## src/rtl/dino_pkg.sv

```systemverilog
// Shared definitions for the dino game blocks: FSM encoding, obstacle types, speed limit.
package dino_pkg;

  typedef enum logic [1:0] {
    StIdle   = 2'd0,
    StRun    = 2'd1,
    StFrozen = 2'd2
  } state_e;

  localparam logic       OBS_CACTUS = 1'b0;
  localparam logic       OBS_BIRD   = 1'b1;
  localparam logic [2:0] SPEED_MAX  = 3'd4;

  // Speed from score[15:9]: one extra pixel per 512 points, capped at SPEED_MAX.
  function automatic logic [2:0] speed_of(input logic [6:0] score_hi);
    if (score_hi >= 7'd3) begin
      return SPEED_MAX;
    end
    return 3'd1 + {1'b0, score_hi[1:0]};
  endfunction

endpackage

```

## src/rtl/lfsr8.sv

```systemverilog
// 8-bit Fibonacci LFSR, polynomial x^8+x^6+x^5+x^4+1, with reset seed and enable.
module lfsr8 #(
  parameter logic [7:0] SEED = 8'hA5
) (
  input  logic       clk,
  input  logic       reset,
  input  logic       enable,
  output logic [7:0] value
);

  logic [7:0] value_q;
  logic       feedback;

  assign feedback = value_q[7] ^ value_q[5] ^ value_q[4] ^ value_q[3];
  assign value    = value_q;

  always_ff @(posedge clk) begin
    if (reset) begin
      value_q <= SEED;
    end else if (enable) begin
      value_q <= {value_q[6:0], feedback};
    end
  end

endmodule

```

## src/rtl/obstacle_scheduler.sv

```systemverilog
// Two-slot obstacle spawner/mover with score and speed tracking.
// Define OBSTACLE_BIRD_EN to let spawns pick a bird type from the LFSR; otherwise all cacti.
module obstacle_scheduler
  import dino_pkg::*;
#(
  parameter logic [7:0] OBS_X_START   = 8'd159,
  parameter logic [7:0] SPAWN_MIN_GAP = 8'd48,
  parameter logic [7:0] LFSR_SEED     = 8'hA5
) (
  input  logic        clk,
  input  logic        reset,
  input  logic [1:0]  game_tick,
  input  logic        game_start_pulse,
  input  logic        game_over_pulse,
  output logic [15:0] obs_x,
  output logic [1:0]  obs_valid,
  output logic [1:0]  obs_type,
  output logic [2:0]  speed,
  output logic [15:0] score,
  output logic        running
);

  state_e          state_q, state_d;
  logic [1:0][7:0] x_q, x_d;
  logic [1:0]      valid_q, valid_d;
  logic [1:0]      type_q, type_d;
  logic [15:0]     score_q, score_d;
  logic [7:0]      gap_q, gap_d;
  logic [7:0]      gap_inc;
  logic [2:0]      speed_q;
  logic            running_q;
  logic [7:0]      lfsr;
  logic            spawn_type;
  logic            unused_lfsr;

  lfsr8 #(
    .SEED (LFSR_SEED)
  ) u_lfsr (
    .clk    (clk),
    .reset  (reset),
    .enable (1'b1),
    .value  (lfsr)
  );

`ifdef OBSTACLE_BIRD_EN
  assign spawn_type = lfsr[2];
`else
  assign spawn_type = OBS_CACTUS;
`endif
  assign unused_lfsr = ^lfsr[7:2];

  // Gap counted including the current tick, saturating.
  assign gap_inc = (gap_q == 8'hFF) ? gap_q : gap_q + 8'd1;

  always_comb begin
    state_d = state_q;
    x_d     = x_q;
    valid_d = valid_q;
    type_d  = type_q;
    score_d = score_q;
    gap_d   = gap_q;
    unique case (state_q)
      StIdle: begin
        x_d     = '0;
        valid_d = '0;
        type_d  = '0;
        if (game_start_pulse) begin
          state_d = StRun;
          score_d = '0;
          gap_d   = '0;
        end
      end
      StRun: begin
        if (game_over_pulse) begin
          state_d = StFrozen;
        end else begin
          if (game_tick[0]) begin
            for (int i = 0; i < 2; i++) begin
              if (valid_q[i]) begin
                if (x_q[i] >= {5'd0, speed_q}) begin
                  x_d[i] = x_q[i] - {5'd0, speed_q};
                end else begin
                  x_d[i]     = '0;
                  valid_d[i] = 1'b0;
                  type_d[i]  = OBS_CACTUS;
                end
              end
            end
            gap_d = gap_inc;
            // Free-slot test uses post-retirement occupancy.
            if (gap_inc >= SPAWN_MIN_GAP && lfsr[1:0] == 2'b00 && !(&valid_d)) begin
              gap_d = '0;
              if (!valid_d[0]) begin
                x_d[0]     = OBS_X_START;
                valid_d[0] = 1'b1;
                type_d[0]  = spawn_type;
              end else begin
                x_d[1]     = OBS_X_START;
                valid_d[1] = 1'b1;
                type_d[1]  = spawn_type;
              end
            end
          end
          if (game_tick[1] && score_q != 16'hFFFF) begin
            score_d = score_q + 16'd1;
          end
        end
      end
      StFrozen: begin
        if (game_start_pulse) begin
          state_d = StRun;
          x_d     = '0;
          valid_d = '0;
          type_d  = '0;
          score_d = '0;
          gap_d   = '0;
        end
      end
      default: state_d = StIdle;
    endcase
  end

  always_ff @(posedge clk) begin
    if (reset) begin
      state_q   <= StIdle;
      x_q       <= '0;
      valid_q   <= '0;
      type_q    <= '0;
      score_q   <= '0;
      gap_q     <= '0;
      speed_q   <= 3'd1;
      running_q <= 1'b0;
    end else begin
      state_q   <= state_d;
      x_q       <= x_d;
      valid_q   <= valid_d;
      type_q    <= type_d;
      score_q   <= score_d;
      gap_q     <= gap_d;
      speed_q   <= speed_of(score_d[15:9]);
      running_q <= (state_d == StRun);
    end
  end

  assign obs_x     = x_q;
  assign obs_valid = valid_q;
`ifdef OBSTACLE_BIRD_EN
  assign obs_type  = type_q;
`else
  assign obs_type  = 2'b00;
`endif
  assign speed     = speed_q;
  assign score     = score_q;
  assign running   = running_q;

endmodule

```

## config.mk

```make
export PLATFORM = sky130hd
export DESIGN_NAME = obstacle_scheduler
export DESIGN_NICKNAME = d
export VERILOG_FILES = /design/src/rtl/dino_pkg.sv /design/src/rtl/lfsr8.sv /design/src/rtl/obstacle_scheduler.sv
export SDC_FILE = /design/constraint.sdc
export NUM_CORES = 1
export LEC_CHECK = 0
export BUFFER_PORTS_ARGS = -buffer_cell sky130_fd_sc_hd__buf_2
export CORE_UTILIZATION = 30
export CTS_CLUSTER_DIAMETER = 60
export CTS_CLUSTER_SIZE = 30
export DETAILED_ROUTE_END_ITERATION = 8
export PLACE_DENSITY_LB_ADDON = 0.15
export SLEW_MARGIN = 10
export SYNTH_ARGS = -nofsm -noshare
export SYNTH_HDL_FRONTEND = slang
export SYNTH_SLANG_ARGS = --single-unit
```

## constraint.sdc

```tcl
create_clock -name clk -period 6.4 [get_ports clk]
set_input_delay 1.28 -clock clk [delete_from_list [all_inputs] [get_ports clk]]
set_output_delay 1.28 -clock clk [all_outputs]
set_load 0.005 [all_outputs]
```

* Word level (Yosys, flattened, before mapping)
Cells that the tools add are included.
Storage, ports and cells: register bits after elaboration 56, input port bits 6, logic and storage cells 89
Operators by class: add/sub/neg operators 5, order comparisons 4, eq/ne operators 10, multiplexer cells 44, bitwise operators 3, reduce and logical (&&, ||, !) cells 13
Operators with widths (number):
- 2-to-1 mux 16 bit | 7
- 2-to-1 mux 8 bit | 11
- one-hot mux 16 bit (3 select lines) | 1
- one-hot mux 16 bit (2 select lines) | 1
- adder 16 x 1 -> 16 bit (second input constant) | 1
- greater-or-equal comparator 8 x 3 -> 1 bit | 2
- != test 16 bit (second input constant) | 1
- one-hot mux 8 bit (2 select lines) | 1
- subtractor 8 x 3 -> 8 bit | 2
- 2-to-1 mux 1 bit | 13
- 2-to-1 mux 2 bit | 6
- AND reduction 4 bit | 3
- adder 8 x 1 -> 8 bit (second input constant) | 1
- == test 8 bit (second input constant) | 1
- greater-or-equal comparator 8 x 6 -> 1 bit (second input constant) | 1
- != test 2 bit (second input constant) | 4
- greater-or-equal comparator 7 x 2 -> 1 bit (second input constant) | 1
- 2-to-1 mux 3 bit | 2
- one-hot mux 2 bit (3 select lines) | 1
- == test 2 x 1 -> 1 bit (second input constant) | 2
- logical NOT 2 bit | 2
- one-hot mux 2 bit (2 select lines) | 1
- adder 1 x 2 -> 3 bit (first input constant) | 1
- logical AND 1 bit | 3
- 8 further kinds | 10

* Longest topological paths before layout
depth in word-level cells 13, depth in mapped cells 11, depth with buffers taken out 11

* Modules after synthesis
From an unflattened synthesis, not the netlist that was laid out.
Second synthesis, totals: cells, all modules 405, area, all modules 3367.0 µm²
By module, submodules not included:
- obstacle_scheduler | times used 1, cells an instance 376, area an instance 3064.2 µm², sequential area each 960.9 µm²
- lfsr8 | times used 1, cells an instance 29, area an instance 302.8 µm², sequential area each 160.2 µm²

* Least setup slack after synthesis
OpenSTA, ideal clock, no wires.
path type in2reg, from input port game_over_pulse, to register speed_q[1], in the netlist speed[1], library setup time 0.061 ns, arrival 3.044 ns, data required time 6.339 ns, setup slack 3.295 ns, stages on the path 8, buffers on the path 0, cells stage by stage nand4bb_1 or4_1 o21bai_1 a31oi_1 inv_2 ha_1 nor4_4 and4b_1
On the way: cells in the longest elaborated chain, start to end 6, elaborated cells on any way between the ends 7, those cells by class add/sub (1); order compare (1); mux (5)
RTL lines:
- from (decl) | RTL line obstacle_scheduler.sv:14 | input logic game_over_pulse,
- 2-to-1 mux 16 bit * | RTL line obstacle_scheduler.sv:74 | if (game_over_pulse) begin
- one-hot mux 16 bit (2 select lines) * | RTL line obstacle_scheduler.sv:62 | unique case (state_q)
- named net score_d[10] | RTL line obstacle_scheduler.sv:27 | logic [15:0] score_q, score_d;
- greater-or-equal comparator 7 x 2 -> 1 bit | RTL line dino_pkg.sv:16 | if (score_hi >= 7'd3) begin
- 2-to-1 mux 1 bit | RTL line dino_pkg.sv:16
- 2-to-1 mux 1 bit | RTL line obstacle_scheduler.sv:124 | if (reset) begin
- 2-to-1 mux 3 bit * | RTL line dino_pkg.sv:19 | return 3'd1 + {1'b0, score_hi[1:0]};
- to (signal assigned) | RTL line obstacle_scheduler.sv:140 | speed_q <= speed_of(score_d[15:9]);
- to (decl) | RTL line obstacle_scheduler.sv:30 | logic [2:0] speed_q;
The timed path passes the listed nets; every way through them passes the cells marked *. The select of a mux whose other input is x is not followed. A chain may end at the register's enable or synchronous reset.

* Worst setup path after layout
Ends and elaborated chain as after synthesis.

==> results by group <==
Status
  – Outcome: complete, no violations

Timing
  – Final hold violation count: 0
  – Worst rel slew slack: 33.86%
  – Slew @ Worst Pin: 992.1 ps
  – Final WS setup: about 3300 ps
  – Fin crit share: approximately half
  – Skew final: 12.10 ps
  – # setup viols final: 0
  – RSZ-0062 raised after global routing: no
  – Slew Limit Fails: 0
  – Maximum clock frequency: 323.8 MHz
  – Worst hold margin: 432.3 ps
  – Min Tclk post-route: just over 3000 ps
  – Setup TNS: 0 ps

Setup path
  – Worst Path Arrival: 3340 ps
  – WP data required: around 6700 ps
  – Worst-path maximum fanout: 5
  – Startpoint Class: input pin
  – Kind of critical path: input pin to register
  – R2r setup slk: about 3400 ps
  – Critical Path Sink Type: register

Final layout
  – Fin nets: 437
  – Area delta synth->final: 13.42%
  – Share of cells above drive strength 1: about 17%
  – Multi-input logic area: around 1900 um^2
  – Antenna cells: 0
  – Fin util: 35.63%
  – Final Non-Filler Cells: between 500 and 600
  – FF/Latch Area: 1121 um^2
  – Fill cells: 1,083

Global route
  – Initial antenna violation count: 0
  – Vias in the first global route: roughly 2,800
  – Largest net degree at the start of global routing: 45
  – Gr ovfl total: 0
  – Overall routing resource usage: 14.95%
  – First-pass GRT wire length: about 13,000 um

Hold path
  – Min-Delay Path Class: register to register

Power and ir drop
  – Static leakage: ~1.4 nW
  – Sequential Power Share: 59.9%
  – Switch Pwr: between 0.00015 and 0.0002 W
  – PwrDens: around 170 nW/um^2
  – Combinational fraction of design power: under 10%
  – Clk pwr share: ~33%
  – P_int: 0.0004490 W
  – Max rail drop VDD: around 0.084 mV
  – Sw Ratio: roughly a quarter

Drt
  – DRT Wirelength: a little under 8000 um
  – Post-route DRC: 0
  – Initial DRC count: ~140
  – Vias: a little under 3,000
  – Routed vias/inst: around 5.3
  – Detail Route Antenna Nets: 0
  – Routed length per instance: around 14 um
  – DRT Pass-1 Iters: 4

Floorplan
  – Die W: approximately 100 um
  – Die Ht: slightly above 100 um
  – Core box area: roughly 9900 um^2
  – # IOs: 46
  – Initial core utilization: between 30% and 40%
  – Rows: 36
  – DIE AREA: around 11,000 um^2

Yosys
  – Area leader, netlist: dfxtp_1
  – Synth area leaders: dfxtp_1, a21oi_1, nor2_1
  – Syn Inst Count: roughly 380
  – Mean Syn Cell Area: slightly above 8 um^2
  – Synthesized area: ~3100 um^2
  – Share of the yosys chip area belonging to registers: around 36%
  – Synth Register Bits: 56
  – Ys async rst share: 0%
  – Ys flop type: dfxtp_1
  – Synth unique cells: 67
  – Number of flops mapped to enable cells by yosys: 0
  – Synth top area share: about 36%
  – Synth warn: 0

Clock network
  – CTS tree: yes
  – CTS Sinks: 56
  – # resized after CTS: 0
  – Setup Buffers After CTS: 0
  – CTS Hold Bufs: 0
  – Clock Root Buffer: clkbuf_8
  – H-tree levels: 2
  – Num CTS Buffers: 5
  – Clock Pin Slew Worst Setup and Hold Paths: approximately 90 ps
  – Longest Clk Path Bufs: 2
  – Clk Latency, worst-skew pair: 310 ps

Placed design
  – Port-buffer cells: 43
  – Post-DP HPWL: ~5700 um
  – Placed insts: about 550
  – Placer congestion estimate: roughly 0.85
  – Worst slack at placement: between 3000 and 4000 ps

Job
  – Max_cap viols: 0
-- cell usage after synthesis, drive strengths merged, types with 6 or more instances --
| cell type | instances |
|---|---|
| dfxtp | 56 |
| clkbuf | 10 |
| or2 | 8 |
| xor2 | 8 |
| or3 | 6 |
| nor3 | 11 |
| and3 | 9 |
| nor2 | 40 |
| o21ai | 26 |
| ha | 9 |
| nor2b | 7 |
| nand3 | 11 |
| nand2b | 7 |
| inv | 19 |
| nand4 | 7 |
| a21oi | 38 |
| nand2 | 26 |
| nor4 | 10 |
| a211oi | 9 |
-- power by group through the flow --
stage               registers [W]  logic (W)  clock network [W]
global route             0.000362  0.0000515           0.000221
CTS                      0.000361  0.0000457           0.000209
finish                   0.000360  0.0000451           0.000197
global placement         0.000368  0.0000456                  0
floorplan                0.000367  0.0000343                  0
detailed placement       0.000369  0.0000455                  0
-- routing by layer --
layer | GRT usage (%) | vias up | part of all wire [%]
met5 | 0 | - | 0
met4 | 3.469 | 0 | 0.99
met3 | 2.318 | 7 | 3.9
met2 | 25.10 | 63 | 47
met1 | 20.07 | 1381 | 48
li1 | - | 1471 | -
-- stage by stage --
step / area, um^2 / total power, W
final: 3531 / 0.0006021
after global routing: 3531 / 0.0006340
after global placement: 3442 / 0.0004141
after CTS: 3531 / 0.0006154
after floorplan: 3117 / 0.0004015
after detailed placement: 3442 / 0.0004140
-- worst max-delay path, cell delays in order --
cell	delay, ps
buf_2	120
nand2b_1	190
nor3_1	280
o311ai_1	180
a21o_1	200
a21oi_1	260
inv_1	80
ha_1	220
nor4_4	310
and4b_1	220
-- cell families after synthesis --
kind of cell	synth area share [%]
AOI/OAI and AO/OA	22.75
xor gates and xnor gates	3.658
adders and majority gates	4.904
buffers and inverters	4.100
DFF	36.01
muxes	0.6833
other	0.1205
and+or+nand+nor	27.77
-- area by class of cell --
cell class | count | area share (%)
inverter | 19 | 2.020
multi-input combinational | 295 | 52.91
clock buffer | 6 | 2.055
sequential | 56 | 31.75
tap | 133 | 4.713
timing repair buffer | 43 | 6.095
clock inverter | 2 | 0.4607
-- cells in the final DEF (no fill, tap or decap), drive strengths merged, types with 4 or more instances in the layout --
cell    count
dfxtp      56
buf        43
nor2       40
a21oi      38
nand2      26
o21ai      26
inv        19
nand3      11
nor3       11
nor4       10
ha          9
and3        9
a211oi      9
xor2        8
or2         8
nand2b      7
nor2b       7
nand4       7
or3         6
clkbuf      6
a21o        5
xnor2       5
a31oi       4
a22o        4
a22oi       4
-- worst paths after layout --
check | startpoint | end | depth (start not counted)
worst max-delay path | game_over_pulse | speed[1] | 10
worst min-delay path | u_lfsr.value[6] | u_lfsr.value[7] | 1
worst max register to register | speed[0] | obs_x[5] | 9
worst min register to register | u_lfsr.value[6] | u_lfsr.value[7] | 1
-- registers in the layout, summed over array words and instances, names as in the netlist --
signal        flops
obs_x            16
score            16
gap_q             8
u_lfsr.value      8
speed             3
obs_valid         2
state_q           2
running           1
No activity file was read; power rests on OpenSTA's default activity.
